<file path="src/rtl/join_collector_if.sv">
// Handshake bundle for join_collector: two result channels in, one joined beat out.
// Handshake rule for every channel here: a beat transfers on a rising clk edge
// where valid && ready are both high; ready never depends combinationally on valid.
interface join_collector_if #(
  parameter int WIDTH = 1,
  parameter int CNT_W = 8
);
  logic             a_valid;
  logic [WIDTH-1:0] a_data;
  logic             a_ready;
  logic             b_valid;
  logic [WIDTH-1:0] b_data;
  logic             b_ready;
  logic             out_valid;
  logic [WIDTH-1:0] out1;
  logic [WIDTH-1:0] out2;
  logic             out_ready;
  logic             err;
  logic [CNT_W-1:0] join_cnt;

  // Producer/consumer side: drives results and downstream ready.
  modport master (
    output a_valid, a_data, b_valid, b_data, out_ready,
    input  a_ready, b_ready, out_valid, out1, out2, err, join_cnt
  );

  // Collector side.
  modport slave (
    input  a_valid, a_data, b_valid, b_data, out_ready,
    output a_ready, b_ready, out_valid, out1, out2, err, join_cnt
  );
endinterface

</file>
<file path="src/rtl/join_collector.sv">
// join_collector: holds whichever of A/B completes first, waits for the partner,
// then presents both as one joined beat. A lone result is dropped after TIMEOUT
// cycles with a one-cycle err pulse. TIMEOUT = 0 waits forever.
module join_collector #(
  parameter int WIDTH   = 1,
  parameter int TIMEOUT = 16,
  parameter int CNT_W   = 8
) (
  input  logic              clk,
  input  logic              rst,
  join_collector_if.slave   bus,
  output logic [1:0]        dbg_state
);

  typedef enum logic [1:0] {
    IDLE   = 2'd0,
    HOLD_A = 2'd1,
    HOLD_B = 2'd2,
    FULL   = 2'd3
  } state_t;

  localparam int TW = (TIMEOUT > 1) ? $clog2(TIMEOUT) : 1;
  localparam logic [TW-1:0] T_LAST = TW'((TIMEOUT > 0) ? TIMEOUT - 1 : 0);

  state_t           state_q, state_d;
  logic [TW-1:0]    timer_q, timer_d;
  logic [WIDTH-1:0] out1_q, out1_d;
  logic [WIDTH-1:0] out2_q, out2_d;
  logic             err_q, err_d;
  logic [CNT_W-1:0] cnt_q, cnt_d;

  logic a_rdy, b_rdy, a_acc, b_acc, out_hs, timeout_hit;

  // Ready/valid decode from registered state; rst only forces ready low.
  assign a_rdy       = !rst && (state_q == IDLE || state_q == HOLD_B);
  assign b_rdy       = !rst && (state_q == IDLE || state_q == HOLD_A);
  assign a_acc       = bus.a_valid && a_rdy;
  assign b_acc       = bus.b_valid && b_rdy;
  assign out_hs      = (state_q == FULL) && bus.out_ready;
  assign timeout_hit = (TIMEOUT != 0) && (timer_q == T_LAST);

  // Next-state, timer, data capture and join counter.
  always_comb begin
    state_d = state_q;
    timer_d = timer_q;
    out1_d  = out1_q;
    out2_d  = out2_q;
    err_d   = 1'b0;
    cnt_d   = cnt_q;

    if (a_acc) out1_d = bus.a_data;
    if (b_acc) out2_d = bus.b_data;

    unique case (state_q)
      IDLE: begin
        if (a_acc && b_acc) begin
          state_d = FULL;
        end else if (a_acc) begin
          state_d = HOLD_A;
          timer_d = '0;
        end else if (b_acc) begin
          state_d = HOLD_B;
          timer_d = '0;
        end
      end
      HOLD_A: begin
        // A partner landing on the expiry cycle still completes the join.
        if (b_acc) begin
          state_d = FULL;
        end else if (timeout_hit) begin
          state_d = IDLE;
          err_d   = 1'b1;
        end else begin
          timer_d = timer_q + 1'b1;
        end
      end
      HOLD_B: begin
        if (a_acc) begin
          state_d = FULL;
        end else if (timeout_hit) begin
          state_d = IDLE;
          err_d   = 1'b1;
        end else begin
          timer_d = timer_q + 1'b1;
        end
      end
      FULL: begin
        if (out_hs) begin
          state_d = IDLE;
          cnt_d   = cnt_q + 1'b1;
        end
      end
      default: state_d = IDLE;
    endcase
  end

  // State and datapath registers with synchronous reset.
  always_ff @(posedge clk) begin
    if (rst) begin
      state_q <= IDLE;
      timer_q <= '0;
      out1_q  <= '0;
      out2_q  <= '0;
      err_q   <= 1'b0;
      cnt_q   <= '0;
    end else begin
      state_q <= state_d;
      timer_q <= timer_d;
      out1_q  <= out1_d;
      out2_q  <= out2_d;
      err_q   <= err_d;
      cnt_q   <= cnt_d;
    end
  end

  assign bus.a_ready   = a_rdy;
  assign bus.b_ready   = b_rdy;
  assign bus.out_valid = (state_q == FULL);
  assign bus.out1      = out1_q;
  assign bus.out2      = out2_q;
  assign bus.err       = err_q;
  assign bus.join_cnt  = cnt_q;
  assign dbg_state     = state_q;

endmodule

</file>
<file path="src/flat_wrapper.sv">
// flat-port wrapper written by rule: the top's interface ports become plain ports
module join_collector_flat 
#(
  parameter int WIDTH   = 1,
  parameter int TIMEOUT = 16,
  parameter int CNT_W   = 8
)
  (clk, rst, dbg_state, bus_a_valid, bus_a_data, bus_b_valid, bus_b_data, bus_out_ready, bus_a_ready, bus_b_ready, bus_out_valid, bus_out1, bus_out2, bus_err, bus_join_cnt);
  join_collector_if #(.WIDTH(WIDTH), .CNT_W(CNT_W)) bus_i ();
  input  logic clk;
  input  logic rst;
  output logic [1:0] dbg_state;
  input wire logic [$bits(bus_i.a_valid)-1:0] bus_a_valid;
  input wire logic [$bits(bus_i.a_data)-1:0] bus_a_data;
  input wire logic [$bits(bus_i.b_valid)-1:0] bus_b_valid;
  input wire logic [$bits(bus_i.b_data)-1:0] bus_b_data;
  input wire logic [$bits(bus_i.out_ready)-1:0] bus_out_ready;
  output wire logic [$bits(bus_i.a_ready)-1:0] bus_a_ready;
  output wire logic [$bits(bus_i.b_ready)-1:0] bus_b_ready;
  output wire logic [$bits(bus_i.out_valid)-1:0] bus_out_valid;
  output wire logic [$bits(bus_i.out1)-1:0] bus_out1;
  output wire logic [$bits(bus_i.out2)-1:0] bus_out2;
  output wire logic [$bits(bus_i.err)-1:0] bus_err;
  output wire logic [$bits(bus_i.join_cnt)-1:0] bus_join_cnt;
  assign bus_i.a_valid = bus_a_valid;
  assign bus_i.a_data = bus_a_data;
  assign bus_i.b_valid = bus_b_valid;
  assign bus_i.b_data = bus_b_data;
  assign bus_i.out_ready = bus_out_ready;
  assign bus_a_ready = bus_i.a_ready;
  assign bus_b_ready = bus_i.b_ready;
  assign bus_out_valid = bus_i.out_valid;
  assign bus_out1 = bus_i.out1;
  assign bus_out2 = bus_i.out2;
  assign bus_err = bus_i.err;
  assign bus_join_cnt = bus_i.join_cnt;
  join_collector #(.WIDTH(WIDTH), .TIMEOUT(TIMEOUT), .CNT_W(CNT_W)) u_core (.clk(clk), .rst(rst), .bus(bus_i), .dbg_state(dbg_state));
endmodule
</file>
<file path="config.mk">
export PLATFORM = sky130hd
export DESIGN_NAME = join_collector_flat
export DESIGN_NICKNAME = d
export VERILOG_FILES = /design/src/rtl/join_collector_if.sv /design/src/rtl/join_collector.sv /design/src/flat_wrapper.sv
export SDC_FILE = /design/constraint.sdc
export NUM_CORES = 1
export LEC_CHECK = 0
export BUFFER_PORTS_ARGS = -buffer_cell sky130_fd_sc_hd__clkbuf_2
export CORE_MARGIN = 2
export CORE_UTILIZATION = 40
export DETAILED_ROUTE_END_ITERATION = 6
export SKIP_CTS_REPAIR_TIMING = 1
export SLEW_MARGIN = 30
export SYNTH_ARGS = -nofsm -noshare
export SYNTH_HDL_FRONTEND = slang
export SYNTH_SLANG_ARGS = --single-unit
</file>
<file path="constraint.sdc">
create_clock -name clk -period 2.4 [get_ports clk]
set_input_delay 0.12 -clock clk [delete_from_list [all_inputs] [get_ports clk]]
set_output_delay 0.12 -clock clk [all_outputs]
set_load 0.005 [all_outputs]
</file>
==> flow_summary_export.csv <==
group,metric,value,unit
detailed_routing,drc,0,
sta,min_period,1990,ps
placed_design,routabilityCongestion,0.811,
detailed_routing,routed_wl,2020,um
synthesis,synth-simple-area-share,23.0,%
synthesis,synth_xor_xnor_area_share,5.30,%
finish,drive_gt1_share,23.7,%
finish,area_delta_synth_final,14.9,%
status,outcome,"complete, no violations",
floorplanning,core_region_area,0.00241,mm^2
placed_design,place_hpwl,1530,um
critical_path,endpoint_kind,"flip-flop",
synthesis,syn_avg_cell_area,8.48,um^2
detailed_routing,vias,894,
floorplanning,die_h,53.8,um
global_routing,grt_usage,16.0,%
critical_path,worstPathArrival,2180,ps
global_routing,grt_overflow,0,
cts,numClockSinks,17,
placed_design,dp_slack,446,ps
sta,final.setup_skew,5.70,ps
cts,clkTransAtPathRegs,110,ps
sta,rsz0062_at_grt,"no",
floorplanning,io_pins,23,
cts,h-tree-depth,1,
synthesis,synth_top_cell_area_share,34.3,%
synthesis,ys_seq_elements,17,
synthesis,synth_common_cells,"dfxtp_1 (17), nand2_1 (12), nor2_1 (10)",
detailed_routing,drt_iter0_markers,16,
sta,relSlewSlack,75.5,%
sta,hold_viol_final,0,
critical_path,start_kind,"flip-flop",
cts,clk-insertion-delay-late,290,ps
worst_hold_path,hold_start,"bus_out_ready",
floorplanning,initial_core_util,41.2,%
cts,cts-root-buf,"clkbuf_4",
detailed_routing,ant_nets,0,
detailed_routing,drtPass1Iterations,4,
worst_hold_path,hp-class,"input pin to flip-flop",
synthesis,synthAdderAreaFrac,8.83,%
synthesis,synth_area,992,um^2
synthesis,synth_nets,131,
synthesis,synthMuxAreaShare,0,%
cts,cts_tree,"yes",
synthesis,synth_seq_area_share,34.3,%
finish,antenna_cells,0,
critical_path,cp.required,2590,ps
finish,fin_nets,154,
synthesis,syn-instance-count,117,
cts,cts.path.max_buffers,2,
sta,fin_ws,409,ps
finish,nFillCells,238,
sta,max_slew.worst_pin.slew,367,ps
synthesis,synth_top_family_by_area,"simple AND/OR/NAND/NOR gates",
sta,fin_setup_tns,0,ps
critical_path,r2r-start,"u_core.dbg_state[0]$_SDFFE_PP0P_",
power_and_ir_drop,total_leakage_power,0.475,nW
global_routing,antenna_found_initial,0,
global_routing,grt_first_pass_wirelength,3370,um
sta,fin_crit_sh,83.0,%
sta,fmax,502,MHz
floorplanning,num_rows,18,
detailed_routing,avgViaCountPerCell,5.29,
sta,drv_slew,0,
critical_path,crit_start,"u_core.dbg_state[0]$_SDFFE_PP0P_",
synthesis,synth.distinct_cells,40,
synthesis,synth-compound-area-share,22.4,%
floorplanning,chipWidth,53.8,um
global_routing,grt_pass1_vias,785,
global_routing,grt_max_degree,19,
critical_path,path_max_fanout,7,
synthesis,synth_ff_type,"dfxtp_1",
critical_path,crit_type,"flip-flop to flip-flop",
synthesis,synth_edf_count,0,
power_and_ir_drop,ir_worst_vdd,0.564,mV
power_and_ir_drop,powerDensity,834,mW/mm^2
cts,cts_buffers,3,
synthesis,synth_largest_area_cell,"dfxtp_1",
synthesis,synthArstFlopShare,0,%
floorplanning,die_area,0.00289,mm^2
synthesis,yosys-top-cells-area,"dfxtp_1 (34%), ha_1 (8.8%), nand2_1 (4.5%)",
flow_run,drv_cap,0,
synthesis,yosys_warnings,0,
synthesis,yosysMostFrequentCell,"dfxtp_1",
sta,setup_viol,0,
placed_design,port-buffer-count,22,
detailed_routing,wire_per_inst,11.9,um
state kept, by name, indices dropped and copies added, names as in the netlist:
| signal | flops |
|---|---|
| u_core.timer_q | 4 |
| u_core.dbg_state | 2 |
| u_core.bus.join_cnt | 8 |
| u_core.bus.out1 | 1 |
| u_core.bus.err | 1 |
| u_core.bus.out2 | 1 |
cell usage in the layout (no fill, tap or decap), types with 2 or more instances in the layout:
master	netlist	final
a21oi_1	6	6
a31o_2	2	2
a31oi_1	3	3
and3_1	4	4
clkbuf_2	1	22
clkbuf_4	0	3
dfxtp_1	17	17
ha_1	7	7
inv_1	8	8
nand2_1	12	12
nand3_1	8	8
nor2_1	10	10
nor3_1	3	3
o21ai_0	4	4
or3_1	2	2
xnor2_1	3	3
xor2_1	3	3
cells by family (layout without fill, tap and decap cells):
| family | count (synthesis) | after routing |
|---|---|---|
| simple gates | 46 | 46 |
| flops | 17 | 17 |
| buf+inv | 13 | 35 |
| fa+ha+maj | 7 | 7 |
| compound gates | 28 | 28 |
| xor+xnor | 6 | 6 |
worst paths after layout:
kind                                              end  cells past startpoint  slack, ps
setup / recovery       u_core.timer_q[3]$_SDFFE_PP0P_                      6        410
hold / removal    u_core.bus.join_cnt[1]$_SDFFE_PP0P_                      3        130
setup reg to reg       u_core.timer_q[3]$_SDFFE_PP0P_                      6        410
hold reg to reg          u_core.bus.out2$_SDFFE_PP0P_                      1        500
power by group:
part           internal, mW  leakage, nW  total [mW]  switching [mW]
logic                 0.188        0.319       0.444           0.256
clock network        0.0619       0.0177       0.159          0.0970
registers             0.313        0.138       0.347          0.0347
final cells by class:
| type | instances | area (um^2) | area share, % |
|---|---|---|---|
| clock buffers | 3 | 22.5 | 1.98 |
| clock inverters | 1 | 5.00 | 0.439 |
| inverters | 9 | 33.8 | 2.96 |
| multi-input cells | 87 | 591 | 51.8 |
| flip-flops and latches | 17 | 340 | 29.9 |
| well taps | 30 | 37.5 | 3.29 |
| repair buffers | 22 | 110 | 9.66 |
per-stage QoR:
stage / std cells / hold WS (ps) / utilization, % / total power [mW] / cell area, um^2
after floorplan: 117 / 280 / - / 0.688 / 992
after global routing: 169 / 139 / 47.3 / 1.03 / 1140
after global placement: 165 / 425 / 46.2 / 0.787 / 1110
after detailed placement: 165 / 448 / 46.2 / 0.797 / 1110
final: 169 / 128 / 47.3 / 0.951 / 1140
after CTS: 169 / 127 / 47.3 / 0.958 / 1140
critical path: stages (launching register included):
cell	delay, ps
dfxtp_1	450
inv_1	110
ha_1	390
and4_1	290
a211oi_4	290
nand3_1	110
a32o_1	260
per-layer routing:
metal | vias up | global-route usage [%] | wire, um
li1 | 466 | - | -
met1 | 406 | 24.1 | 1010
met2 | 20 | 21.3 | 896
met3 | 2 | 2.50 | 100
met4 | 0 | 8.55 | 12
met5 | - | 0 | 0
Power figures use the tool's default switching activity.
